===== src/rtl/musb_muldiv_pkg.sv =====
// -----------------------------------------------------------------------------
// musb_muldiv_pkg
// Shared definitions for the MUSB multiply/divide unit.
//   - op_sel_t : one-hot-free encoding of the operation picked from the
//                individual op_* request lines after priority resolution.
//   - decode_op: priority encoder turning the eight op_* lines into op_sel_t.
//                Priority: div > divu > mult > multu > mthi > mtlo > mfhi > mflo.
// -----------------------------------------------------------------------------
package musb_muldiv_pkg;

    localparam int DATA_W = 32;
    localparam int MUL_W  = 33;   // operand width after sign/zero extension
    localparam int PROD_W = 64;   // retained product width

    typedef enum logic [3:0] {
        OP_NONE  = 4'd0,
        OP_DIV   = 4'd1,
        OP_DIVU  = 4'd2,
        OP_MULT  = 4'd3,
        OP_MULTU = 4'd4,
        OP_MTHI  = 4'd5,
        OP_MTLO  = 4'd6,
        OP_MFHI  = 4'd7,
        OP_MFLO  = 4'd8
    } op_sel_t;

    function automatic op_sel_t decode_op(
        input logic div,
        input logic divu,
        input logic mult,
        input logic multu,
        input logic mthi,
        input logic mtlo,
        input logic mfhi,
        input logic mflo
    );
        op_sel_t sel;
        sel = OP_NONE;
        if (div)        sel = OP_DIV;
        else if (divu)  sel = OP_DIVU;
        else if (mult)  sel = OP_MULT;
        else if (multu) sel = OP_MULTU;
        else if (mthi)  sel = OP_MTHI;
        else if (mtlo)  sel = OP_MTLO;
        else if (mfhi)  sel = OP_MFHI;
        else if (mflo)  sel = OP_MFLO;
        return sel;
    endfunction

endpackage


===== src/rtl/musb_div.sv =====
// -----------------------------------------------------------------------------
// musb_div
// Sequential restoring divider, one quotient bit per clock, 32 iterations.
//
// Ports
//   clk, rst      : clock, synchronous active-high reset (aborts any division)
//   op_divs       : one-cycle start pulse, signed divide
//   op_divu       : one-cycle start pulse, unsigned divide
//   dividend      : 32-bit dividend, sampled on the start cycle only
//   divisor       : 32-bit divisor, sampled on the start cycle only
//   quotient      : 32-bit quotient, sign-corrected for signed divides
//   remainder     : 32-bit remainder MAGNITUDE (caller applies dividend sign)
//   stall         : 1 while iterating; first 0 after a start marks completion
//
// Timing: start sampled at the edge ending cycle T0, stall = 1 in T1..T32,
// stall = 0 in T33 with quotient/remainder valid.
//
// Signed divides work on magnitudes; only the quotient is re-signed here.
// Divide by zero needs no special case: every trial subtraction of 0 fits,
// giving an all-ones quotient and the dividend as remainder.
// -----------------------------------------------------------------------------
module musb_div
    import musb_muldiv_pkg::*;
(
    input  logic              clk,
    input  logic              rst,
    input  logic              op_divs,
    input  logic              op_divu,
    input  logic [DATA_W-1:0] dividend,
    input  logic [DATA_W-1:0] divisor,
    output logic [DATA_W-1:0] quotient,
    output logic [DATA_W-1:0] remainder,
    output logic              stall
);

    logic              active;
    logic [4:0]        count;
    logic [DATA_W-1:0] dvd_q;     // dividend bits still to be shifted in
    logic [DATA_W-1:0] dvs_q;     // divisor magnitude
    logic [DATA_W-1:0] quo_q;     // quotient magnitude being built
    logic [DATA_W-1:0] rem_q;     // partial remainder
    logic              neg_q;     // quotient must be negated at the end

    logic              start;
    logic              a_neg;
    logic              b_neg;
    logic [DATA_W-1:0] a_mag;
    logic [DATA_W-1:0] b_mag;
    logic [DATA_W:0]   trial;
    logic              fits;
    logic [DATA_W-1:0] rem_sub;

    assign start = op_divs | op_divu;
    assign a_neg = op_divs & dividend[DATA_W-1];
    assign b_neg = op_divs & divisor[DATA_W-1];
    assign a_mag = a_neg ? (32'd0 - dividend) : dividend;
    assign b_mag = b_neg ? (32'd0 - divisor)  : divisor;

    // Partial remainder shifted left with the next dividend bit appended.
    assign trial = {rem_q, dvd_q[DATA_W-1]};
    assign fits  = (trial >= {1'b0, dvs_q});
    // When the divisor fits, the true difference is below 2^32, so the low
    // 32 bits of the subtraction are exact.
    assign rem_sub = trial[DATA_W-1:0] - dvs_q;

    assign stall     = active;
    assign quotient  = neg_q ? (32'd0 - quo_q) : quo_q;
    assign remainder = rem_q;

    always_ff @(posedge clk) begin
        if (rst) begin
            active <= 1'b0;
            count  <= '0;
            dvd_q  <= '0;
            dvs_q  <= '0;
            quo_q  <= '0;
            rem_q  <= '0;
            neg_q  <= 1'b0;
        end else if (start) begin
            active <= 1'b1;
            count  <= '0;
            dvd_q  <= a_mag;
            dvs_q  <= b_mag;
            quo_q  <= '0;
            rem_q  <= '0;
            neg_q  <= a_neg ^ b_neg;
        end else if (active) begin
            dvd_q <= {dvd_q[DATA_W-2:0], 1'b0};
            quo_q <= {quo_q[DATA_W-2:0], fits};
            rem_q <= fits ? rem_sub : trial[DATA_W-1:0];
            count <= count + 5'd1;
            if (count == 5'd31) begin
                active <= 1'b0;
            end
        end
    end

endmodule


===== src/rtl/musb_muldiv.sv =====
// -----------------------------------------------------------------------------
// musb_muldiv
// HI/LO multiply/divide unit for the MUSB core.
//
// Ports
//   clk, rst          : clock, synchronous active-high reset
//   op_div, op_divu   : start signed / unsigned divide (one accepted cycle)
//   op_mult, op_multu : start signed / unsigned multiply (one accepted cycle)
//   op_mthi, op_mtlo  : write input_a into HI / LO
//   op_mfhi, op_mflo  : drive HI / LO onto result
//   input_a, input_b  : operands (sampled only in the issue cycle)
//   result            : HI or LO for an accepted MF op, else 0 (combinational)
//   hi, lo            : architectural HI / LO registers
//   stall             : 1 when an op is requested but the unit is busy
//   debug_state       : current FSM state encoding
//
// Valid/ready: any op_* line high is a request; it is accepted in the same
// cycle when stall = 0 (unit IDLE). A stalled request has no side effects and
// must be held by the requester until stall drops.
//
// Multiply: issue T0 registers extended operands, MUL1 (T1) registers the
// product, MUL2 (T2) writes HI/LO. Divide: issue T0 pulses the divider,
// DIV_WAIT writes HI/LO on the first cycle the divider stops stalling.
// -----------------------------------------------------------------------------
module musb_muldiv
    import musb_muldiv_pkg::*;
(
    input  logic              clk,
    input  logic              rst,
    input  logic              op_div,
    input  logic              op_divu,
    input  logic              op_mult,
    input  logic              op_multu,
    input  logic              op_mthi,
    input  logic              op_mtlo,
    input  logic              op_mfhi,
    input  logic              op_mflo,
    input  logic [DATA_W-1:0] input_a,
    input  logic [DATA_W-1:0] input_b,
    output logic [DATA_W-1:0] result,
    output logic [DATA_W-1:0] hi,
    output logic [DATA_W-1:0] lo,
    output logic              stall,
    output logic [1:0]        debug_state
);

    localparam logic [1:0] ST_IDLE     = 2'd0;
    localparam logic [1:0] ST_MUL1     = 2'd1;
    localparam logic [1:0] ST_MUL2     = 2'd2;
    localparam logic [1:0] ST_DIV_WAIT = 2'd3;

    typedef enum logic [1:0] {
        IDLE     = ST_IDLE,
        MUL1     = ST_MUL1,
        MUL2     = ST_MUL2,
        DIV_WAIT = ST_DIV_WAIT
    } state_t;

    state_t            state;
    logic [DATA_W-1:0] hi_q;
    logic [DATA_W-1:0] lo_q;
    logic [MUL_W-1:0]  op_a_q;
    logic [MUL_W-1:0]  op_b_q;
    logic [PROD_W-1:0] product_q;
    logic              div_neg_q;   // dividend sign of the running signed divide

    op_sel_t           sel;
    logic              idle;
    logic              op_any;
    logic              div_start_s;
    logic              div_start_u;
    logic [PROD_W-1:0] prod;

    logic [DATA_W-1:0] div_quotient;
    logic [DATA_W-1:0] div_remainder;
    logic              div_stall;

    assign sel = decode_op(op_div, op_divu, op_mult, op_multu,
                           op_mthi, op_mtlo, op_mfhi, op_mflo);

    assign idle        = (state == IDLE);
    assign op_any      = (sel != OP_NONE);
    assign stall       = !idle && op_any;
    assign div_start_s = idle && (sel == OP_DIV);
    assign div_start_u = idle && (sel == OP_DIVU);

    assign hi          = hi_q;
    assign lo          = lo_q;
    assign debug_state = state;

    // 33x33 signed product: sign-extending both operands to 64 bits and
    // multiplying modulo 2^64 yields exactly the low 64 product bits.
    assign prod = {{(PROD_W-MUL_W){op_a_q[MUL_W-1]}}, op_a_q}
                * {{(PROD_W-MUL_W){op_b_q[MUL_W-1]}}, op_b_q};

    // MF reads see the register value at the start of the cycle; a write
    // landing on the same edge is not forwarded.
    always_comb begin
        result = '0;
        if (idle) begin
            case (sel)
                OP_MFHI: result = hi_q;
                OP_MFLO: result = lo_q;
                default: result = '0;
            endcase
        end
    end

    musb_div u_div (
        .clk       (clk),
        .rst       (rst),
        .op_divs   (div_start_s),
        .op_divu   (div_start_u),
        .dividend  (input_a),
        .divisor   (input_b),
        .quotient  (div_quotient),
        .remainder (div_remainder),
        .stall     (div_stall)
    );

    always_ff @(posedge clk) begin
        if (rst) begin
            state     <= IDLE;
            hi_q      <= '0;
            lo_q      <= '0;
            op_a_q    <= '0;
            op_b_q    <= '0;
            product_q <= '0;
            div_neg_q <= 1'b0;
        end else begin
            case (state)
                IDLE: begin
                    case (sel)
                        OP_DIV: begin
                            div_neg_q <= input_a[DATA_W-1];
                            state     <= DIV_WAIT;
                        end
                        OP_DIVU: begin
                            div_neg_q <= 1'b0;
                            state     <= DIV_WAIT;
                        end
                        OP_MULT: begin
                            op_a_q <= {input_a[DATA_W-1], input_a};
                            op_b_q <= {input_b[DATA_W-1], input_b};
                            state  <= MUL1;
                        end
                        OP_MULTU: begin
                            op_a_q <= {1'b0, input_a};
                            op_b_q <= {1'b0, input_b};
                            state  <= MUL1;
                        end
                        OP_MTHI: hi_q <= input_a;
                        OP_MTLO: lo_q <= input_a;
                        default: ;
                    endcase
                end
                MUL1: begin
                    product_q <= prod;
                    state     <= MUL2;
                end
                MUL2: begin
                    hi_q  <= product_q[PROD_W-1:DATA_W];
                    lo_q  <= product_q[DATA_W-1:0];
                    state <= IDLE;
                end
                DIV_WAIT: begin
                    if (!div_stall) begin
                        lo_q  <= div_quotient;
                        // Remainder follows the dividend's sign.
                        hi_q  <= div_neg_q ? (32'd0 - div_remainder) : div_remainder;
                        state <= IDLE;
                    end
                end
                default: state <= IDLE;
            endcase
        end
    end

endmodule


===== config.mk =====
export PLATFORM = sky130hd
export DESIGN_NAME = musb_muldiv
export DESIGN_NICKNAME = d
export VERILOG_FILES = /design/src/rtl/musb_muldiv_pkg.sv /design/src/rtl/musb_div.sv /design/src/rtl/musb_muldiv.sv
export SDC_FILE = /design/constraint.sdc
export NUM_CORES = 2
export LEC_CHECK = 0
export ABC_AREA = 1
export BUFFER_PORTS_ARGS = -buffer_cell sky130_fd_sc_hd__buf_4
export CORE_UTILIZATION = 35
export CTS_BUF_LIST = sky130_fd_sc_hd__clkbuf_8
export DETAILED_ROUTE_END_ITERATION = 12
export GPL_TIMING_DRIVEN = 0
export PLACE_DENSITY_LB_ADDON = 0.3
export SYNTH_ARGS = -nofsm -noshare
export SYNTH_HDL_FRONTEND = slang
export SYNTH_SLANG_ARGS = --single-unit
export TNS_END_PERCENT = 30

===== constraint.sdc =====
create_clock -name clk -period 8.09 [get_ports clk]
set_input_delay 0.4045 -clock clk [delete_from_list [all_inputs] [get_ports clk]]
set_output_delay 0.4045 -clock clk [all_outputs]
set_load 0.02 [all_outputs]

## Yosys cells after proc, flatten, opt, wreduce, memory -nomap -nowiden

Cells that the tools add are included.

| operators by class | value |
|---|---|
| shifts and indexed selects | 0 |
| muxes and demuxes | 32 |
| divide/modulo/power cells | 0 |
| $mul | 1 |
| equality and inequality tests | 16 |
| reduce and logical (&&, ||, !) cells | 18 |
| magnitude comparators | 1 |
| $add $sub $neg | 6 |
| bitwise operators | 4 |

Operators with widths:

| operator | number |
|---|---|
| $mux 32 | 12 |
| $pmux 32 s3 | 2 |
| $pmux 33 s2 | 2 |
| $sub 1x32->32 const A | 4 |
| $mul 33x33->64 | 1 |
| $pmux 32 s2 | 1 |
| $ge 33x32->1 | 1 |
| $mux 4 | 8 |
| $sub 32x32->32 | 1 |
| $eq 4x3->1 const B | 4 |
| $eq 4x2->1 const B | 2 |
| $pmux 2 s4 | 1 |
| $reduce_and 2->1 | 3 |
| $reduce_and 3->1 | 2 |
| $reduce_bool 2->1 | 3 |
| $reduce_or 2->1 | 3 |
| $add 5x1->5 const B | 1 |
| $eq 5x5->1 const B | 1 |
| $eq 2x2->1 const B | 2 |
| $eq 4x1->1 const B | 1 |
| $eq 4x4->1 const B | 1 |
| $ne 2x1->1 const B | 2 |
| $pmux 2 s2 | 1 |
| $reduce_bool 4->1 | 1 |
| 13 further kinds | 18 |

| storage, ports and cells | value |
|---|---|
| bits in latches | 0 |
| bits of input ports | 74 |
| memories | 0 |
| ROM bits | 0 |
| bits in writable memories | 0 |
| bits in registers | 332 |
| word-level logic and storage cells | 92 |
| output and inout bits | 99 |

## Longest topological paths before layout

| depth | value |
|---|---|
| depth after elaboration | 13 |
| gate-level depth with buffers | 35 |
| gate-level depth less buffers | 33 |

## Cells and area by module

From an unflattened synthesis, not the netlist that was laid out.

| unflattened totals | value |
|---|---|
| cells, all modules | 8,589 |
| area total of the unflattened synthesis | 60,837.1 um^2 |

Modules (own cells, without submodules):

| module | sequential area each (um^2) | times used | area each (um^2) | cells each |
|---|---|---|---|---|
| musb_muldiv | 3,943.8 | 1 | 50,205.7 | 6,763 |
| musb_div | 2,702.6 | 1 | 10,631.4 | 1,826 |

## Worst setup path after synthesis

OpenSTA, ideal clock, no wires.

| timing | value |
|---|---|
| path type | register -> register |
| from | register op_a_q[32] |
| to | register product_q[51] |
| setup time | 109 ps |
| stages on the path, launching flop included | 29 |
| data arrival time | 7,166 ps |
| required time | 7,981 ps |
| path buffers | 2 |
| setup slack | 815 ps |
| period minus slack after synthesis | 7,275 ps |
| cell sequence | dfxtp_1 > clkbuf_1 > clkbuf_1 > nand2_1 > inv_1 > fa_1 > inv_1 > fa_1 > inv_1 > fa_1 > fa_1 > inv_1 > fa_1 > fa_1 > fa_1 > fa_1 > inv_1 > ha_1 > nand2_1 > nor2_1 > inv_1 > nor3_1 > nand2_1 > nor3_1 > nand2_1 > nand4_1 > nand3_1 > nand2_1 > inv_1 |

| between the ends | value |
|---|---|
| longest elaborated chain between the ends | 1 |

RTL lines:

| what | RTL line | source |
|---|---|---|
| start, declared | musb_muldiv.sv:62 | `logic [MUL_W-1:0] op_a_q;` |
| start signal, assigned | musb_muldiv.sv:143 | `op_a_q <= {input_a[DATA_W-1], input_a};` |
| start signal, assigned | musb_muldiv.sv:148 | `op_a_q <= {1'b0, input_a};` |
| $mul 33x33->64 | musb_muldiv.sv:94 | `* {{(PROD_W-MUL_W){op_b_q[MUL_W-1]}}, op_b_q};` |
| end signal, assigned | musb_muldiv.sv:158 | `product_q <= prod;` |
| end, declared | musb_muldiv.sv:64 | `logic [PROD_W-1:0] product_q;` |

No other way between the ends.
A chain may end at the register's enable or synchronous reset.

## Worst setup path after layout

| timing | value |
|---|---|
| from | register op_b_q[29] |
| to | register product_q[54] |

| between the ends | value |
|---|---|
| longest elaborated chain between the ends | 1 |

RTL lines:

| what | RTL line | source |
|---|---|---|
| start, declared | musb_muldiv.sv:63 | `logic [MUL_W-1:0] op_b_q;` |
| start signal, assigned | musb_muldiv.sv:144 | `op_b_q <= {input_b[DATA_W-1], input_b};` |
| start signal, assigned | musb_muldiv.sv:149 | `op_b_q <= {1'b0, input_b};` |
| $mul 33x33->64 | musb_muldiv.sv:94 |  |

No other way between the ends.

==> metrics.txt <==
# TYPE chip_impl_metric gauge
chip_impl_info{name="run_status",value="finished, final reports clean"} 1
chip_impl_metric{name="number_of_instances_on_the_worst_hold_path",unit=""} 3
chip_impl_metric{name="htree_levels",unit=""} 3
chip_impl_metric{name="synth.net_count",unit=""} 9953
chip_impl_metric{name="share_seq_of_total_power",unit=""} 0.257
chip_impl_metric{name="clock.fmax",unit="GHz"} 0.126
chip_impl_metric{name="dr_drc_count",unit=""} 0
chip_impl_metric{name="worstRegToRegCells",unit=""} 25
chip_impl_metric{name="p_int",unit="mW"} 4.20
chip_impl_metric{name="worst_skew_pair.late_latency",unit="ns"} 0.71
chip_impl_info{name="worst_setup_path_end_kind",value="flop"} 1
chip_impl_info{name="top_usage_layer",value="met2"} 1
chip_impl_info{name="crit_path_frequent_cell",value="sky130_fd_sc_hd__fa_1"} 1
chip_impl_metric{name="dr_total_vias",unit=""} 57185
chip_impl_metric{name="final-setup-viol-count",unit=""} 0
chip_impl_metric{name="met1_resource_use_gr",unit=""} 0.436
chip_impl_metric{name="critPathArrivalTime",unit="ns"} 8.49
chip_impl_metric{name="place.gp.congestion",unit=""} 1.05
chip_impl_metric{name="p_sw",unit="mW"} 4.02
chip_impl_metric{name="ys_seq_area_frac",unit=""} 0.110
chip_impl_metric{name="groute.layer.met2.usage",unit=""} 0.508
chip_impl_metric{name="maxCapViolations",unit=""} 0
chip_impl_metric{name="synthToLayoutAreaGrowth",unit="%"} 10.7
chip_impl_info{name="min_from",value="input_b[12]"} 1
chip_impl_metric{name="grt_antenna_before_repair",unit=""} 24
chip_impl_metric{name="period_share",unit=""} 0.981
chip_impl_metric{name="power.ir.vdd_worst",unit="uV"} 108
chip_impl_metric{name="buf_inv_stages_crit_path",unit=""} 6
chip_impl_metric{name="drt_first_pass_iters",unit=""} 6
chip_impl_metric{name="slew_violations",unit=""} 0
chip_impl_metric{name="finalCriticalPeriod",unit="ns"} 7.94
chip_impl_metric{name="synth_async_sr_flop_share",unit=""} 0
chip_impl_info{name="clk_root_buffer_cell",value="sky130_fd_sc_hd__clkbuf_8"} 1
chip_impl_info{name="timing.critical_path.slowest_stage_cell",value="sky130_fd_sc_hd__dfxtp_1"} 1
chip_impl_metric{name="critical_path_peak_fanout",unit=""} 10
chip_impl_metric{name="cp.required",unit="ns"} 8.65
chip_impl_metric{name="post_synthesis_sequential_element_count",unit=""} 332
chip_impl_metric{name="design.final.nets",unit=""} 10158
chip_impl_info{name="timing_worst_setup_path_type",value="reg2reg"} 1
chip_impl_metric{name="detailedPlacementHpwl",unit="um"} 239000
chip_impl_metric{name="final_util",unit=""} 0.390
chip_impl_metric{name="postRouteAntennaNets",unit=""} 0
chip_impl_metric{name="placementRows",unit=""} 152
chip_impl_metric{name="multi_input_comb_area",unit="mm2"} 0.0440
chip_impl_metric{name="chipWidth",unit="um"} 418
chip_impl_metric{name="finalHoldViolCount",unit=""} 0
chip_impl_metric{name="core_region_area",unit="mm2"} 0.172
chip_impl_metric{name="sw_frac_of_total",unit=""} 0.489
chip_impl_metric{name="whs",unit="ns"} 0.0387
chip_impl_metric{name="synthDistinctLibCells",unit=""} 47
chip_impl_metric{name="top_level_ports",unit=""} 173
chip_impl_metric{name="vias_in_the_first_global_route",unit=""} 57213
chip_impl_metric{name="static-leakage-power",unit="nW"} 37.5
chip_impl_info{name="min_delay_worst_endpoint",value="op_b_q[12]$_SDFFE_PP0P_"} 1
chip_impl_metric{name="share_comb_of_total_power",unit=""} 0.488
chip_impl_metric{name="synthesis.yosys.warnings",unit=""} 0
chip_impl_info{name="hold_class",value="in2reg"} 1
chip_impl_metric{name="post_route_cells_drive_above_1_share",unit=""} 0.0713
chip_impl_metric{name="drt_iter0_drc",unit=""} 6316
chip_impl_metric{name="worst_clock_skew",unit="ns"} 0.0525
chip_impl_metric{name="max_slew.worst_pin.slew",unit="ns"} 1.23
chip_impl_metric{name="grt.overflow.total",unit=""} 0
chip_impl_info{name="synth_top_flop_cell",value="sky130_fd_sc_hd__dfxtp_1"} 1
chip_impl_metric{name="gr-usage-met3",unit=""} 0.0704
chip_impl_metric{name="post_drt_wl_per_cell",unit="um"} 25.9
chip_impl_metric{name="detail_route.vias_per_cell",unit=""} 5.16
chip_impl_info{name="critical_path.reg2reg.endpoint",value="product_q[54]$_SDFFE_PP0P_"} 1
chip_impl_metric{name="cts.clk_slew.worst_paths",unit="ns"} 0.06
chip_impl_info{name="rsz0062_at_grt",value="false"} 1
chip_impl_metric{name="numCtsBuffers",unit=""} 67
chip_impl_metric{name="die_y",unit="um"} 418
chip_impl_metric{name="clkPwrFrac",unit=""} 0.256
chip_impl_metric{name="number_of_fill_cells_in_the_layout",unit=""} 18448
chip_impl_info{name="cts_tree",value="yes"} 1
chip_impl_metric{name="numPortBuffers",unit=""} 172
chip_impl_metric{name="clock_sink_count",unit=""} 332
chip_impl_metric{name="mappedNetlistArea",unit="mm2"} 0.0605
chip_impl_metric{name="r2r_setup_slack",unit="ns"} 0.15
chip_impl_metric{name="power_per_cell_area",unit="mW/mm2"} 123
chip_impl_metric{name="maxSlewHeadroom",unit=""} 0.177
chip_impl_metric{name="synth_edf_count",unit=""} 0
chip_impl_metric{name="syn-mean-instance-area",unit="um2"} 7.12
chip_impl_info{name="critical-path-top-delay-family",value="adder cells"} 1
chip_impl_metric{name="global_route_wire_length_before_repair",unit="um"} 408000
chip_impl_metric{name="fp.dieArea",unit="mm2"} 0.175
chip_impl_metric{name="grt_start_max_net_pins",unit=""} 27
chip_impl_metric{name="routed_wl",unit="um"} 287000
chip_impl_metric{name="number_of_cells_produced_by_synthesis",unit=""} 8503
chip_impl_info{name="rr_startpoint",value="op_b_q[29]$_SDFFE_PP0P_"} 1
chip_impl_metric{name="starting_density",unit=""} 0.352
chip_impl_metric{name="largest_incremental_delay_on_the_critical_path",unit="ns"} 0.74
chip_impl_metric{name="groute.usage.overall",unit=""} 0.329
chip_impl_info{name="worstSetupStartpointType",value="flop"} 1
chip_impl_metric{name="regArea",unit="mm2"} 0.00675
chip_impl_metric{name="maximum_count_of_clock_buffers_along_a_single_path",unit=""} 3
## what timing repair did
action	CTS	global route
pin swaps	3	2
endpoints found under the setup margin	45	41
hold buffers	10	0
hold endpoints to repair	10	0
gates resized for setup	270	207
setup buffers	5	5
## routing by layer
layer / up-vias / part of all wire
li1: 25206 / -
met1: 28473 / 0.40
met2: 2884 / 0.43
met3: 614 / 0.10
met4: 8 / 0.061
met5: - / 0.00018
## worst min-delay path, cell delays in order
cell and delay, ns:
sky130_fd_sc_hd__buf_4 0.13, sky130_fd_sc_hd__inv_1 0.08, sky130_fd_sc_hd__a21oi_1 0.07
## through the flow
step / instance area, um2 / std cells / TNS (ns) / total power [mW] / setup WS [ns]
after floorplan: 60500 / 8503 / 0 / 4.26 / 0.815
after global placement: 64700 / 10985 / -54.03 / 5.97 / -1.64
after detailed placement: 64700 / 10985 / -51.33 / 5.99 / -1.66
after CTS: 66700 / 11081 / 0 / 8.12 / 0.000773
after global routing: 67000 / 11075 / 0 / 8.60 / 0.00622
final: 67000 / 11078 / 0 / 8.22 / 0.154
## how the worst max path moves through the flow
stage	end	cells after the start	startpoint	slack, ns
final	product_q[54]$_SDFFE_PP0P_	25	op_b_q[29]$_SDFFE_PP0P_	0.15
after global routing	product_q[54]$_SDFFE_PP0P_	26	op_a_q[32]$_SDFFE_PP0P_	0.006
after floorplan	product_q[51]$_SDFFE_PP0P_	28	op_a_q[32]$_SDFFE_PP0P_	0.82
after CTS	product_q[51]$_SDFFE_PP0P_	27	op_a_q[32]$_SDFFE_PP0P_	0.0008
after detailed placement	product_q[51]$_SDFFE_PP0P_	28	op_a_q[32]$_SDFFE_PP0P_	-1.66
after global placement	product_q[51]$_SDFFE_PP0P_	28	op_a_q[32]$_SDFFE_PP0P_	-1.64
## synthesized netlist by cell type (76+ instances only)
cell type,instances,share of area
sky130_fd_sc_hd__clkbuf_1,370,0.023
sky130_fd_sc_hd__inv_1,2208,0.14
sky130_fd_sc_hd__dfxtp_1,332,0.11
sky130_fd_sc_hd__nand2_1,2228,0.14
sky130_fd_sc_hd__nand4_1,109,0.011
sky130_fd_sc_hd__o21ai_0,258,0.021
sky130_fd_sc_hd__a21oi_1,288,0.024
sky130_fd_sc_hd__xor2_1,76,0.011
sky130_fd_sc_hd__nand3_1,310,0.026
sky130_fd_sc_hd__fa_1,1126,0.37
sky130_fd_sc_hd__ha_1,250,0.052
sky130_fd_sc_hd__nor2_1,588,0.036
## cell families after synthesis
kind of cell    share of synthesized area
simple gates                        0.221
buf+inv                             0.165
fa+ha+maj                           0.424
compound gates                     0.0652
flops                               0.110
xor+xnor                           0.0143
## cells in the final DEF, fill, tap and decap left out, types with 67 or more instances in the layout
cell,Yosys,layout
sky130_fd_sc_hd__buf_4,7,206
sky130_fd_sc_hd__xor2_1,76,76
sky130_fd_sc_hd__inv_1,2208,2216
sky130_fd_sc_hd__clkbuf_2,0,67
sky130_fd_sc_hd__fa_1,1126,1118
sky130_fd_sc_hd__clkbuf_1,370,140
sky130_fd_sc_hd__nor2_1,588,583
sky130_fd_sc_hd__dfxtp_1,332,290
sky130_fd_sc_hd__ha_1,250,231
sky130_fd_sc_hd__nand4_1,109,109
sky130_fd_sc_hd__nand2_1,2228,2227
sky130_fd_sc_hd__a21oi_1,288,284
sky130_fd_sc_hd__o21ai_0,258,257
sky130_fd_sc_hd__clkbuf_8,0,95
sky130_fd_sc_hd__nand3_1,310,306
## registers in the layout, indices dropped and copies added, names as in the netlist, 32 cells and up
signal,count
hi,32
lo,32
op_a_q,33
op_b_q,33
product_q,64
u_div.dvd_q,32
u_div.dvs_q,32
u_div.quo_q,32
u_div.remainder,32
## layout make-up
| type | count | area share |
|---|---|---|
| multi-input combinational | 5525 | 0.656 |
| inverter | 2221 | 0.125 |
| buffer | 369 | 0.0294 |
| antenna | 6 | 0.000224 |
| sequential | 332 | 0.101 |
| timing repair buffer | 192 | 0.0219 |
| tap | 2310 | 0.0431 |
| clock inverter | 35 | 0.00551 |
| clock buffer | 88 | 0.0181 |
## power groups by stage
stage | Clock [mW] | Combinational, mW | Sequential [mW]
2_1_floorplan | 0 | 2.23 | 2.03
3_3_place_gp | 0 | 3.95 | 2.02
3_5_place_dp | 0 | 3.96 | 2.03
4_1_cts | 2.12 | 3.93 | 2.08
5_1_grt | 2.19 | 4.30 | 2.12
6_report | 2.10 | 4.01 | 2.11
(Power assumes the default switching activity.)
